[config.mk]
export PLATFORM = sky130hd
export DESIGN_NAME = trig_stream_buffer
export DESIGN_NICKNAME = d
export VERILOG_FILES = /design/src/rtl/trig_stream_pkg.sv /design/src/rtl/trig_fifo_fwft.sv /design/src/rtl/trig_stream_buffer.sv
export SDC_FILE = /design/constraint.sdc
export NUM_CORES = 1
export LEC_CHECK = 0
export BUFFER_PORTS_ARGS = -buffer_cell sky130_fd_sc_hd__buf_2
export CAP_MARGIN = 20
export CORE_MARGIN = 8
export CORE_UTILIZATION = 60
export CTS_CLUSTER_SIZE = 16
export DETAILED_ROUTE_END_ITERATION = 8
export GPL_TIMING_DRIVEN = 1
export HOLD_SLACK_MARGIN = 0.03
export PLACE_DENSITY = 0.78
export SLEW_MARGIN = 20
export SYNTH_ARGS = -nofsm -noshare
export SYNTH_HDL_FRONTEND = slang
export SYNTH_SLANG_ARGS = --single-unit
[constraint.sdc]
create_clock -name ifclk -period 7.6 [get_ports ifclk]
set_input_delay 0.76 -clock ifclk [delete_from_list [all_inputs] [get_ports ifclk]]
set_output_delay 0.76 -clock ifclk [all_outputs]
set_load 0.02 [all_outputs]
[src/rtl/trig_stream_pkg.sv]
// Shared widths and word type for the trigger stream buffer slice.
package trig_stream_pkg;
  localparam int TRIG_WORD_W = 32;
  localparam int DROP_CNT_W  = 16;
  localparam int STAT_CNT_W  = 32;

  typedef logic [TRIG_WORD_W-1:0] trig_word_t;
endpackage

[src/rtl/trig_fifo_fwft.sv]
// First-word-fall-through FIFO, 2^DEPTH_LOG2 words; a word pushed at edge N is at the head after edge N.
// No internal backpressure: the caller gates push/pop; flush_i empties it and discards that cycle's push/pop.
module trig_fifo_fwft
  import trig_stream_pkg::*;
#(
  parameter int DEPTH_LOG2 = 4,
  parameter int DATA_WIDTH = TRIG_WORD_W
) (
  input  logic                  clk,
  input  logic                  rstn_i,
  input  logic                  flush_i,
  input  logic                  push_i,
  input  logic                  pop_i,
  input  logic [DATA_WIDTH-1:0] wr_data_i,
  output logic [DATA_WIDTH-1:0] rd_data_o,
  output logic [DEPTH_LOG2:0]   count_o,
  output logic [DEPTH_LOG2:0]   count_next_o,
  output logic                  empty_o,
  output logic                  full_o
);
  localparam int DEPTH = 1 << DEPTH_LOG2;
  localparam logic [DEPTH_LOG2:0] DEPTH_CNT = (DEPTH_LOG2 + 1)'(DEPTH);

  logic [DATA_WIDTH-1:0] mem_q [DEPTH];
  logic [DEPTH_LOG2-1:0] wr_ptr_q, wr_ptr_d;
  logic [DEPTH_LOG2-1:0] rd_ptr_q, rd_ptr_d;
  logic [DEPTH_LOG2:0]   count_q, count_d;

  always_comb begin
    wr_ptr_d = wr_ptr_q;
    rd_ptr_d = rd_ptr_q;
    count_d  = count_q;
    if (push_i) wr_ptr_d = wr_ptr_q + 1'b1;
    if (pop_i)  rd_ptr_d = rd_ptr_q + 1'b1;
    case ({push_i, pop_i})
      2'b10:   count_d = count_q + 1'b1;
      2'b01:   count_d = count_q - 1'b1;
      default: count_d = count_q;
    endcase
    if (flush_i) begin
      wr_ptr_d = '0;
      rd_ptr_d = '0;
      count_d  = '0;
    end
  end

  always_ff @(posedge clk) begin
    if (!rstn_i) begin
      wr_ptr_q <= '0;
      rd_ptr_q <= '0;
      count_q  <= '0;
    end else begin
      wr_ptr_q <= wr_ptr_d;
      rd_ptr_q <= rd_ptr_d;
      count_q  <= count_d;
    end
  end

  // Storage carries no reset; only the pointers define which entries are live.
  always_ff @(posedge clk) begin
    if (rstn_i && !flush_i && push_i) mem_q[wr_ptr_q] <= wr_data_i;
  end

  assign rd_data_o    = mem_q[rd_ptr_q];
  assign count_o      = count_q;
  assign count_next_o = count_d;
  assign empty_o      = (count_q == '0);
  assign full_o       = (count_q == DEPTH_CNT);
endmodule

[src/rtl/trig_stream_buffer.sv]
// Trigger-word FWFT buffer with drop/backpressure policy and housekeeping stats; 1-cycle latency.
// Backpressure: DROP_ON_FULL="TRUE" never stalls (drops+counts), "FALSE" stalls via s_trig_tready; TRIG_STREAM_BUFFER_STATS_EN adds counters.
module trig_stream_buffer
  import trig_stream_pkg::*;
#(
  parameter int    DEPTH_LOG2   = 4,
  parameter string DROP_ON_FULL = "TRUE",
  parameter int    DATA_WIDTH   = TRIG_WORD_W
) (
  input  logic                  ifclk,
  input  logic                  ifclk_rstn_i,
  input  logic                  runrst_i,
  input  logic [DATA_WIDTH-1:0] s_trig_tdata,
  input  logic                  s_trig_tvalid,
  output logic                  s_trig_tready,
  output logic [DATA_WIDTH-1:0] m_trig_tdata,
  output logic                  m_trig_tvalid,
  input  logic                  m_trig_tready,
  output logic [DEPTH_LOG2:0]   occupancy_o,
  output logic [DEPTH_LOG2:0]   high_water_o,
  output logic [DROP_CNT_W-1:0] dropped_o,
  output logic                  overflow_o
`ifdef TRIG_STREAM_BUFFER_STATS_EN
  ,
  output logic [STAT_CNT_W-1:0] accepted_o,
  output logic [STAT_CNT_W-1:0] stall_cycles_o
`endif
);
  localparam bit DROP_MODE = (DROP_ON_FULL == "TRUE");
  localparam int CNT_W     = DEPTH_LOG2 + 1;

  logic [CNT_W-1:0]      count, count_next;
  logic                  fifo_empty, fifo_full;
  logic                  push, pop, drop;
  logic [CNT_W-1:0]      high_water_q, high_water_d;
  logic [DROP_CNT_W-1:0] dropped_q, dropped_d;
  logic                  overflow_q, overflow_d;

  trig_fifo_fwft #(
    .DEPTH_LOG2 (DEPTH_LOG2),
    .DATA_WIDTH (DATA_WIDTH)
  ) u_fifo (
    .clk          (ifclk),
    .rstn_i       (ifclk_rstn_i),
    .flush_i      (runrst_i),
    .push_i       (push),
    .pop_i        (pop),
    .wr_data_i    (s_trig_tdata),
    .rd_data_o    (m_trig_tdata),
    .count_o      (count),
    .count_next_o (count_next),
    .empty_o      (fifo_empty),
    .full_o       (fifo_full)
  );

  // Ready depends only on registered state, so a full FIFO refuses even when it pops this cycle.
  always_comb begin
    s_trig_tready = DROP_MODE || !fifo_full;
    m_trig_tvalid = !fifo_empty;
    pop           = m_trig_tvalid && m_trig_tready;
    push          = s_trig_tvalid && s_trig_tready && (!fifo_full || pop);
    drop          = DROP_MODE && s_trig_tvalid && fifo_full && !pop;

    high_water_d = (count_next > high_water_q) ? count_next : high_water_q;
    dropped_d    = dropped_q;
    if (drop && (dropped_q != '1)) dropped_d = dropped_q + 1'b1;
    overflow_d   = drop;

    if (runrst_i) begin
      high_water_d = '0;
      dropped_d    = '0;
      overflow_d   = 1'b0;
    end
  end

  always_ff @(posedge ifclk) begin
    if (!ifclk_rstn_i) begin
      high_water_q <= '0;
      dropped_q    <= '0;
      overflow_q   <= 1'b0;
    end else begin
      high_water_q <= high_water_d;
      dropped_q    <= dropped_d;
      overflow_q   <= overflow_d;
    end
  end

  assign occupancy_o  = count;
  assign high_water_o = high_water_q;
  assign dropped_o    = dropped_q;
  assign overflow_o   = overflow_q;

`ifdef TRIG_STREAM_BUFFER_STATS_EN
  logic [STAT_CNT_W-1:0] accepted_q, accepted_d;
  logic [STAT_CNT_W-1:0] stall_cycles_q, stall_cycles_d;

  always_comb begin
    accepted_d     = accepted_q;
    stall_cycles_d = stall_cycles_q;
    if (push) accepted_d = accepted_q + 1'b1;
    if (m_trig_tvalid && !m_trig_tready && (stall_cycles_q != '1))
      stall_cycles_d = stall_cycles_q + 1'b1;
    if (runrst_i) begin
      accepted_d     = '0;
      stall_cycles_d = '0;
    end
  end

  always_ff @(posedge ifclk) begin
    if (!ifclk_rstn_i) begin
      accepted_q     <= '0;
      stall_cycles_q <= '0;
    end else begin
      accepted_q     <= accepted_d;
      stall_cycles_q <= stall_cycles_d;
    end
  end

  assign accepted_o     = accepted_q;
  assign stall_cycles_o = stall_cycles_q;
`endif
endmodule
==> results_dict.tcl, run 1 <==
set metrics [dict create \
    outcome "finished clean" \
    numCtsBuffers 54 \
    cp-end-kind "output port" \
    cts_setup_buffers 0 \
    synth_edf_count 512 \
    grt_max_degree 67 \
    path_max_fanout 41 \
    grtUsageMet2_pct 37.7 \
    final_max_slew_viol_count 0 \
    clk_path_buf_depth 3 \
    synth_cells 981 \
    syn_area_mm2 0.0214 \
    gp_congestion 0.787 \
    top_usage_layer "met2" \
    tns_ns 0 \
    overflow 0 \
    tightest_slew_ns 1.06 \
    synth_common_cells "edfxtp_1 (512), mux4_2 (160), nor2_1 (42)" \
    nNetsFinal 1156 \
    hold_class "flip-flop to flip-flop" \
    n_fill_cell 2099 \
    ys.flop_type "edfxtp_1" \
    maxSlewHeadroom_pct 29.2 \
    rsz0062_at_grt "false" \
    syn-num-nets 1030 \
    synth_most_common_cell "edfxtp_1" \
    clock_sinks 551 \
    io_buffers 96 \
    required_ns 6.84 \
    die_y_um 205 \
    synth-seq-cells 551 \
    grtUsageMet1_pct 27.9 \
    firstDrtPassIters 5 \
    drive_above_1_share_pct 33.9 \
    die_area_mm2 0.0420 \
    ios 98 \
    syn_area_per_cell_um2 21.8 \
    drt_first_iter_violations 1150 \
    yosysWarnings 0 \
    clock_latency_ns 0.59 \
    multiInputGateArea_mm2 0.00506 \
    grt_pass1_vias 10929 \
    cts_resized 0 \
    ys_async_sr_fraction_pct 0 \
    ys_top_cells_by_area "edfxtp_1 (72%), mux4_2 (17%), dfxtp_1 (3.6%)" \
    synth_top_area_share_pct 71.9 \
    dp_hpwl_um 23700 \
    wl_um 46000 \
    power.total_uw 6110 \
    via_count 10376 \
    syn2layout_area_growth_pct 13.4 \
    drcViolationCount 0 \
    finClkSkew_ns 0.0169 \
    clk_pin_slew_worst_paths_ns 0.06 \
    cts_hold_buffers 0 \
    avgViaCountPerCell 6.43 \
    htree_levels 2 \
    crit_type "flip-flop to output port" \
    fmax_ghz 0.224 \
    fp-row-count 69 \
    arrival_ns 3.70 \
    fp.dieW_um 205 \
    finalCritPeriodShare_pct 58.7 \
    ys_seq_area_share_pct 75.5 \
    final-seq-area_mm2 0.0162 \
    wire_per_inst_um 28.5 \
    root_buffer "clkbuf_16" \
    start_kind "flip-flop" \
    ys_types 54 \
    setup_viol 0 \
    yosys.area.top_type "edfxtp_1" \
    cellLeakagePower_uw 0.00755 \
    ant_nets 0 \
    min_period_ns 4.46 \
    num_antenna_cells 0 \
    cap_violations 0 \
    peakVddDrop_mv 0.196 \
    grt_pass1_wl_um 68000 \
    antenna_found_initial 5 \
    met3_usage_pct 5.03 \
    grt_util_all_layers_pct 22.2 \
    cts_tree "built" \
    p_per_area_mw_per_mm2 252 \
    coreArea_mm2 0.0353 \
    hold_viol 0 \
    initial_core_util_pct 60.6 \
]
## cell families (layout without fill, tap and decap cells)
logic type      count (synthesis)  in the layout  synth area share, %
fa+ha+maj                      12             12                0.702
mux                           166            166                 17.1
flops                         551            551                 75.5
other cells                     1              1               0.0175
buf+inv                        61            232                 1.36
simple gates                  132            132                 3.26
xor+xnor                       18             18                0.737
compound gates                 40             40                 1.29
## registers in the layout, summed over array words and instances (netlist names), named ones only
| register | cells |
|---|---|
| u_fifo.wr_ptr_q | 4 |
| high_water_o | 5 |
| u_fifo.count_o | 5 |
| u_fifo.mem_q | 512 |
| overflow_o | 1 |
| dropped_o | 16 |
| u_fifo.rd_ptr_q | 4 |
## critical path: stages, from the launching register on
cell and delay (ns):
dfxtp_4 0.94, buf_4 0.77, mux4_2 0.66, mux4_2 0.52, buf_2 0.18
## per-layer routing
layer | wire length [um] | up-vias
met4 | 1430 | 10
li1 | - | 4356
met1 | 17200 | 5397
met5 | 60 | -
met3 | 3660 | 111
met2 | 23700 | 502
## cell type report
type / instances / share of cell area [%]
Tap cell: 461 / 2.38
Clock buffer: 68 / 5.88
Inverter: 10 / 0.165
Timing Repair Buffer: 121 / 2.75
Sequential cell: 551 / 66.6
Multi-Input combinational cell: 369 / 20.9
Clock inverter: 33 / 1.31
## per-stage QoR
stage               setup slack [ns]  hold slack [ns]  area (um2)  util (%)  cells
floorplan                       3.35            0.459       21400         -    981
global placement                3.57            0.476       22500      63.7   1512
detailed placement              3.38            0.487       22500      63.7   1512
CTS                             3.04            0.496       24300      68.7   1613
global route                    2.87            0.529       24300      68.7   1613
finish                          3.14            0.489       24300      68.7   1613
## final timing paths
path / startpoint / endpoint / slack [ns] / cells past startpoint
max reg2reg: u_fifo.count_o[3] / high_water_o[3] / 3.54 / 15
min: u_fifo.rd_ptr_q[3] / flip-flop / 0.49 / 2
max: flip-flop / m_trig_tdata[11] / 3.14 / 4
min reg2reg: u_fifo.rd_ptr_q[3] / flip-flop / 0.49 / 2
## cells in the final DEF (no fill, tap or decap), types with 5 or more instances in the layout
master     count
clkbuf_1      13
xor2_1         5
nor2b_1        6
a21oi_1       13
dfxtp_1       35
buf_4         25
nand4_1        7
xnor2_1       13
edfxtp_1     512
bufinv_16      6
clkinv_2       9
nand3_1       17
mux2i_1        5
mux4_2       160
nor3_2         5
nand2b_1       5
buf_2         96
clkinv_1      12
nor2_4        12
ha_1          12
o21ai_0        6
a211oi_1       5
inv_1          9
nand2_1       21
nor2_1        30
clkbuf_16     55
## where the power goes
part	switching (uW)	internal, uW	total [uW]	leakage [uW]
clock network	1090	1530	2620	0.000841
registers	9.14	3320	3330	0.00492
logic	99.3	59.8	159	0.00179
Power figures use the tool's default switching activity.
==> run 2: changes to the inputs <==
Settings changed: CORE_UTILIZATION 60 to 55, PLACE_DENSITY 0.78 to 0.75.
Clock period 7.6 ns to 3.7 ns, I/O delays scaled along.
==> results_dict.tcl, run 2 (synthesis gave the netlist of run 1 again) <==
set metrics [dict create \
    nNetsFinal 1173 \
    cts_tree "built" \
    crit_type "flip-flop to flip-flop" \
    io_buffers 96 \
    htree_levels 2 \
    grt_util_all_layers_pct 20.0 \
    maxSlewHeadroom_pct 45.6 \
    numCtsBuffers 53 \
    clock_latency_ns 0.58 \
    wl_um 44700 \
    root_buffer "clkbuf_16" \
    grt_max_degree 43 \
    firstDrtPassIters 5 \
    drcViolationCount 0 \
    clock_sinks 551 \
    utilization_pct 63.8 \
    clk_path_buf_depth 3 \
    ios 98 \
    grt_pass1_wl_um 67300 \
    drt_first_iter_violations 1058 \
    drive_above_1_share_pct 34.8 \
    cap_violations 0 \
    fin_ws_ns 0.412 \
    finClkSkew_ns 0.0213 \
    cts_resized 0 \
    mostFrequentLayoutCells "edfxtp_1 (512), mux4_2 (160), buf_2 (96), clkbuf_16 (53), dfxtp_1 (35)" \
    outcome "finished clean" \
    r2r_slack_ns 0.41 \
    setup_viol 0 \
    worstPathCellList "nor3_2, nand2b_1, nand2_1, nand2_1, ha_1, mux2_2, a311oi_2, nor2_1, ha_1, nor2b_1, o211ai_1, a21oi_1, buf_4, mux2i_1, nor2_1" \
    required_ns 4.13 \
    tightest_slew_ns 0.816 \
    initial_core_util_pct 55.5 \
    largest_register_ffs 512 \
    cts_hold_buffers 0 \
    ant_nets 0 \
    syn2layout_area_growth_pct 15.0 \
    fp.dieW_um 213 \
    gp_congestion 0.784 \
    avgViaCountPerCell 6.16 \
    top_register "u_fifo.mem_q" \
    wire_per_inst_um 26.5 \
    cts_setup_buffers 0 \
    final_max_slew_viol_count 0 \
    via_count 10384 \
    die_area_mm2 0.0455 \
    cellLeakagePower_uw 0.00764 \
    coreArea_mm2 0.0386 \
    grt_pass1_vias 10800 \
    overflow 0 \
    dp_hpwl_um 24700 \
    final_common_cell "edfxtp_1" \
    hold_class "primary input to flip-flop" \
    min_period_ns 3.29 \
    critPathMaxStageDelay_ns 0.41 \
    p_per_area_mw_per_mm2 504 \
    clk_pin_slew_worst_paths_ns 0.06 \
    arrival_ns 3.72 \
    die_y_um 213 \
    start_kind "flip-flop" \
    hold_viol 0 \
    finalCritPeriodShare_pct 88.9 \
    antenna_found_initial 1 \
    place_ws_ns 0.128 \
    cp-end-kind "flip-flop" \
    power.total_uw 12400 \
    fmax_ghz 0.304 \
    peakVddDrop_mv 0.361 \
    path_max_fanout 10 \
    fp-row-count 72 \
    rsz0062_at_grt "false" \
    critPathSlowestCell "dfxtp_1" \
    tns_ns 0 \
]
[run 2: critical path: cells and delay by family, from the launching register on]
| family | cells | cell delay [ns] |
|---|---|---|
| adders and majority gates | 2 | 0.61 |
| AOI/OAI and AO/OA | 3 | 0.62 |
| muxes | 2 | 0.47 |
| DFF | 1 | 0.41 |
| and+or+nand+nor | 7 | 0.87 |
| buffers and inverters | 1 | 0.17 |
[run 2: power by group]
part | internal (uW) | switching [uW] | total [uW]
registers | 6820 | 13.6 | 6830
clock network | 3010 | 2200 | 5210
logic | 134 | 213 | 347
total | 9960 | 2430 | 12400
[run 2: worst paths after layout]
path | startpoint | end | cells past startpoint
max reg2reg | u_fifo.count_o[2] | high_water_o[4] | 15
min | s_trig_tdata[12] | u_fifo.mem_q[14][12] | 1
max | u_fifo.count_o[2] | high_water_o[4] | 15
min reg2reg | u_fifo.rd_ptr_q[1] | flip-flop | 2
[run 2: area by class of cell]
class                           instances  area (um2)
Clock inverter                         29         284
Inverter                               10        40.0
Antenna cell                            2        5.00
Fill cell                            2603       14000
Sequential cell                       551       16200
Clock buffer                           67        1390
Timing Repair Buffer                  139         966
Tap cell                              518         648
Multi-Input combinational cell        369        5100
[run 2: stage by stage]
step | hold slack [ns] | instances | cell area [um2]
final | 0.161 | 1685 | 24600
after CTS | 0.134 | 1683 | 24600
after floorplan | 0.459 | 981 | 21400
after detailed placement | 0.485 | 1587 | 22900
after global routing | 0.144 | 1683 | 24600
after global placement | 0.482 | 1587 | 22900
[run 2: per-layer routing]
| layer | routed length, um | vias up | share of wire [%] | global-route usage [%] |
|---|---|---|---|---|
| met3 | 2970 | 58 | 6.6 | 3.98 |
| li1 | - | 4388 | - | - |
| met1 | 17900 | 5555 | 40 | 26.4 |
| met4 | 743 | 0 | 1.7 | 4.77 |
| met5 | 0 | - | 0 | 0 |
| met2 | 23100 | 383 | 52 | 34.3 |
==> run 3: changes to the inputs <==
Settings changed: CORE_UTILIZATION 55 to 60, PLACE_DENSITY 0.75 to 0.78.
Clock period 3.7 ns to 3.84 ns, I/O delays scaled along.
==> results_dict.tcl, run 3 (synthesis gave the netlist of run 1 again) <==
set metrics [dict create \
    mostFrequentLayoutCells "edfxtp_1 (512), mux4_2 (160), buf_2 (96), clkbuf_16 (53), dfxtp_1 (35)" \
    wire_per_inst_um 28.8 \
    hold_viol 0 \
    clock_sinks 551 \
    peakVddDrop_mv 0.405 \
    n_fill_cell 2064 \
    dp_hpwl_um 24300 \
    crit_type "flip-flop to flip-flop" \
    finalCritPeriodShare_pct 89.5 \
    largest_register_ffs 512 \
    syn2layout_area_growth_pct 14.6 \
    r2r_slack_ns 0.40 \
    nNetsFinal 1162 \
    utilization_pct 69.5 \
    avgViaCountPerCell 6.48 \
    wl_um 46500 \
    maxSlewHeadroom_pct 40.7 \
    die_y_um 205 \
    tightest_slew_ns 0.890 \
    rsz0062_at_grt "false" \
    required_ns 4.29 \
    reg2regPathDepth 15 \
    cts_tree "built" \
    root_buffer "clkbuf_16" \
    overflow 0 \
    final_max_slew_viol_count 0 \
    path_max_fanout 9 \
    ant_nets 0 \
    clk_path_buf_depth 3 \
    grt_pass1_wl_um 68900 \
    arrival_ns 3.88 \
    cellLeakagePower_uw 0.00761 \
    cts_setup_buffers 0 \
    rr_startpoint "u_fifo.count_o[0]" \
    clock_latency_ns 0.60 \
    finClkSkew_ns 0.0168 \
    drt_first_iter_violations 886 \
    p_per_area_mw_per_mm2 493 \
    tns_ns 0 \
    ios 98 \
    multiInputGateArea_mm2 0.00510 \
    gp_congestion 0.820 \
    final_common_cell "edfxtp_1" \
    setup_viol 0 \
    io_buffers 96 \
    grt_max_degree 39 \
    outcome "finished clean" \
    firstDrtPassIters 7 \
    drive_above_1_share_pct 34.3 \
    hold_class "primary input to flip-flop" \
    holdPathStages 1 \
    grt_util_all_layers_pct 22.4 \
    via_count 10482 \
    coreArea_mm2 0.0353 \
    htree_levels 2 \
    die_area_mm2 0.0420 \
    initial_core_util_pct 60.6 \
    worstHoldStart "s_trig_tdata[4]" \
    antenna_found_initial 3 \
    drcViolationCount 0 \
    top_register "u_fifo.mem_q" \
    fmax_ghz 0.291 \
    fp.dieW_um 205 \
    min_period_ns 3.44 \
    cap_violations 0 \
    numCtsBuffers 53 \
    grt_pass1_vias 10923 \
    final-seq-area_mm2 0.0162 \
    reg2reg_to "high_water_o[3]" \
    fp-row-count 69 \
    clk_pin_slew_worst_paths_ns 0.07 \
    cp-end-kind "flip-flop" \
    start_kind "flip-flop" \
    hold_end "u_fifo.mem_q[7][4]" \
]
## run 3: worst max-delay path by stage
stage,from,end,slack (ns),cells after the start
global route,u_fifo.count_o[0],high_water_o[3],0.17,16
global placement,u_fifo.count_o[0],high_water_o[4],0.37,16
detailed placement,u_fifo.count_o[0],high_water_o[4],0.19,16
floorplan,u_fifo.count_o[2],high_water_o[3],0.38,16
finish,u_fifo.count_o[0],high_water_o[3],0.40,15
CTS,u_fifo.count_o[0],high_water_o[3],0.12,16
## run 3: area by class of cell
class                   count  area share (%)
clock buffers              64            5.58
clock inverters            34            1.44
diodes                      1          0.0102
repair buffers            128            3.76
multi-input cells         369            20.8
inverters                  10           0.163
flip-flops and latches    551            65.9
well taps                 461            2.35
## run 3: critical path, stage by stage (launching register included)
cell	delay, ns
dfxtp_1	0.41
nor3_2	0.35
nand2b_1	0.15
nand2_1	0.08
nand2_1	0.05
ha_1	0.30
mux2_2	0.28
a311oi_2	0.46
nor2_1	0.09
ha_1	0.30
nor2b_1	0.12
o211ai_1	0.11
a21oi_1	0.17
buf_4	0.18
mux2i_1	0.18
nor2_1	0.07
## run 3: routing by layer
layer	up-vias	share of wire, %	wire (um)	global-route usage, %
met5	-	0.047	22	0
met4	4	2.6	1210	7.79
met3	99	7.3	3410	3.94
met2	499	52	24200	38.1
met1	5502	38	17700	29.2
li1	4378	-	-	-
## run 3: timing repair
| item | 4_1_cts | 5_1_grt |
|---|---|---|
| endpoints found under the setup margin | 0 | 5 |
| hold buffers | 0 | 0 |
| gates resized for setup | 0 | 2 |
## run 3: power by group
group	switching, uW	internal, uW	leakage [uW]
logic	205	127	0.00185
clock network	2170	3010	0.000837
registers	15.4	6570	0.00492
total	2390	9710	0.00761
## run 3: through the flow
step	instances	worst slack (ns)	power, uW	area, um2	hold WS (ns)
after detailed placement	1519	0.194	7040	22800	0.482
after global placement	1519	0.375	7030	22800	0.482
after global routing	1618	0.174	12400	24500	0.135
final	1618	0.403	12100	24500	0.160
after floorplan	981	0.376	6900	21400	0.459
after CTS	1617	0.119	12200	24500	0.126
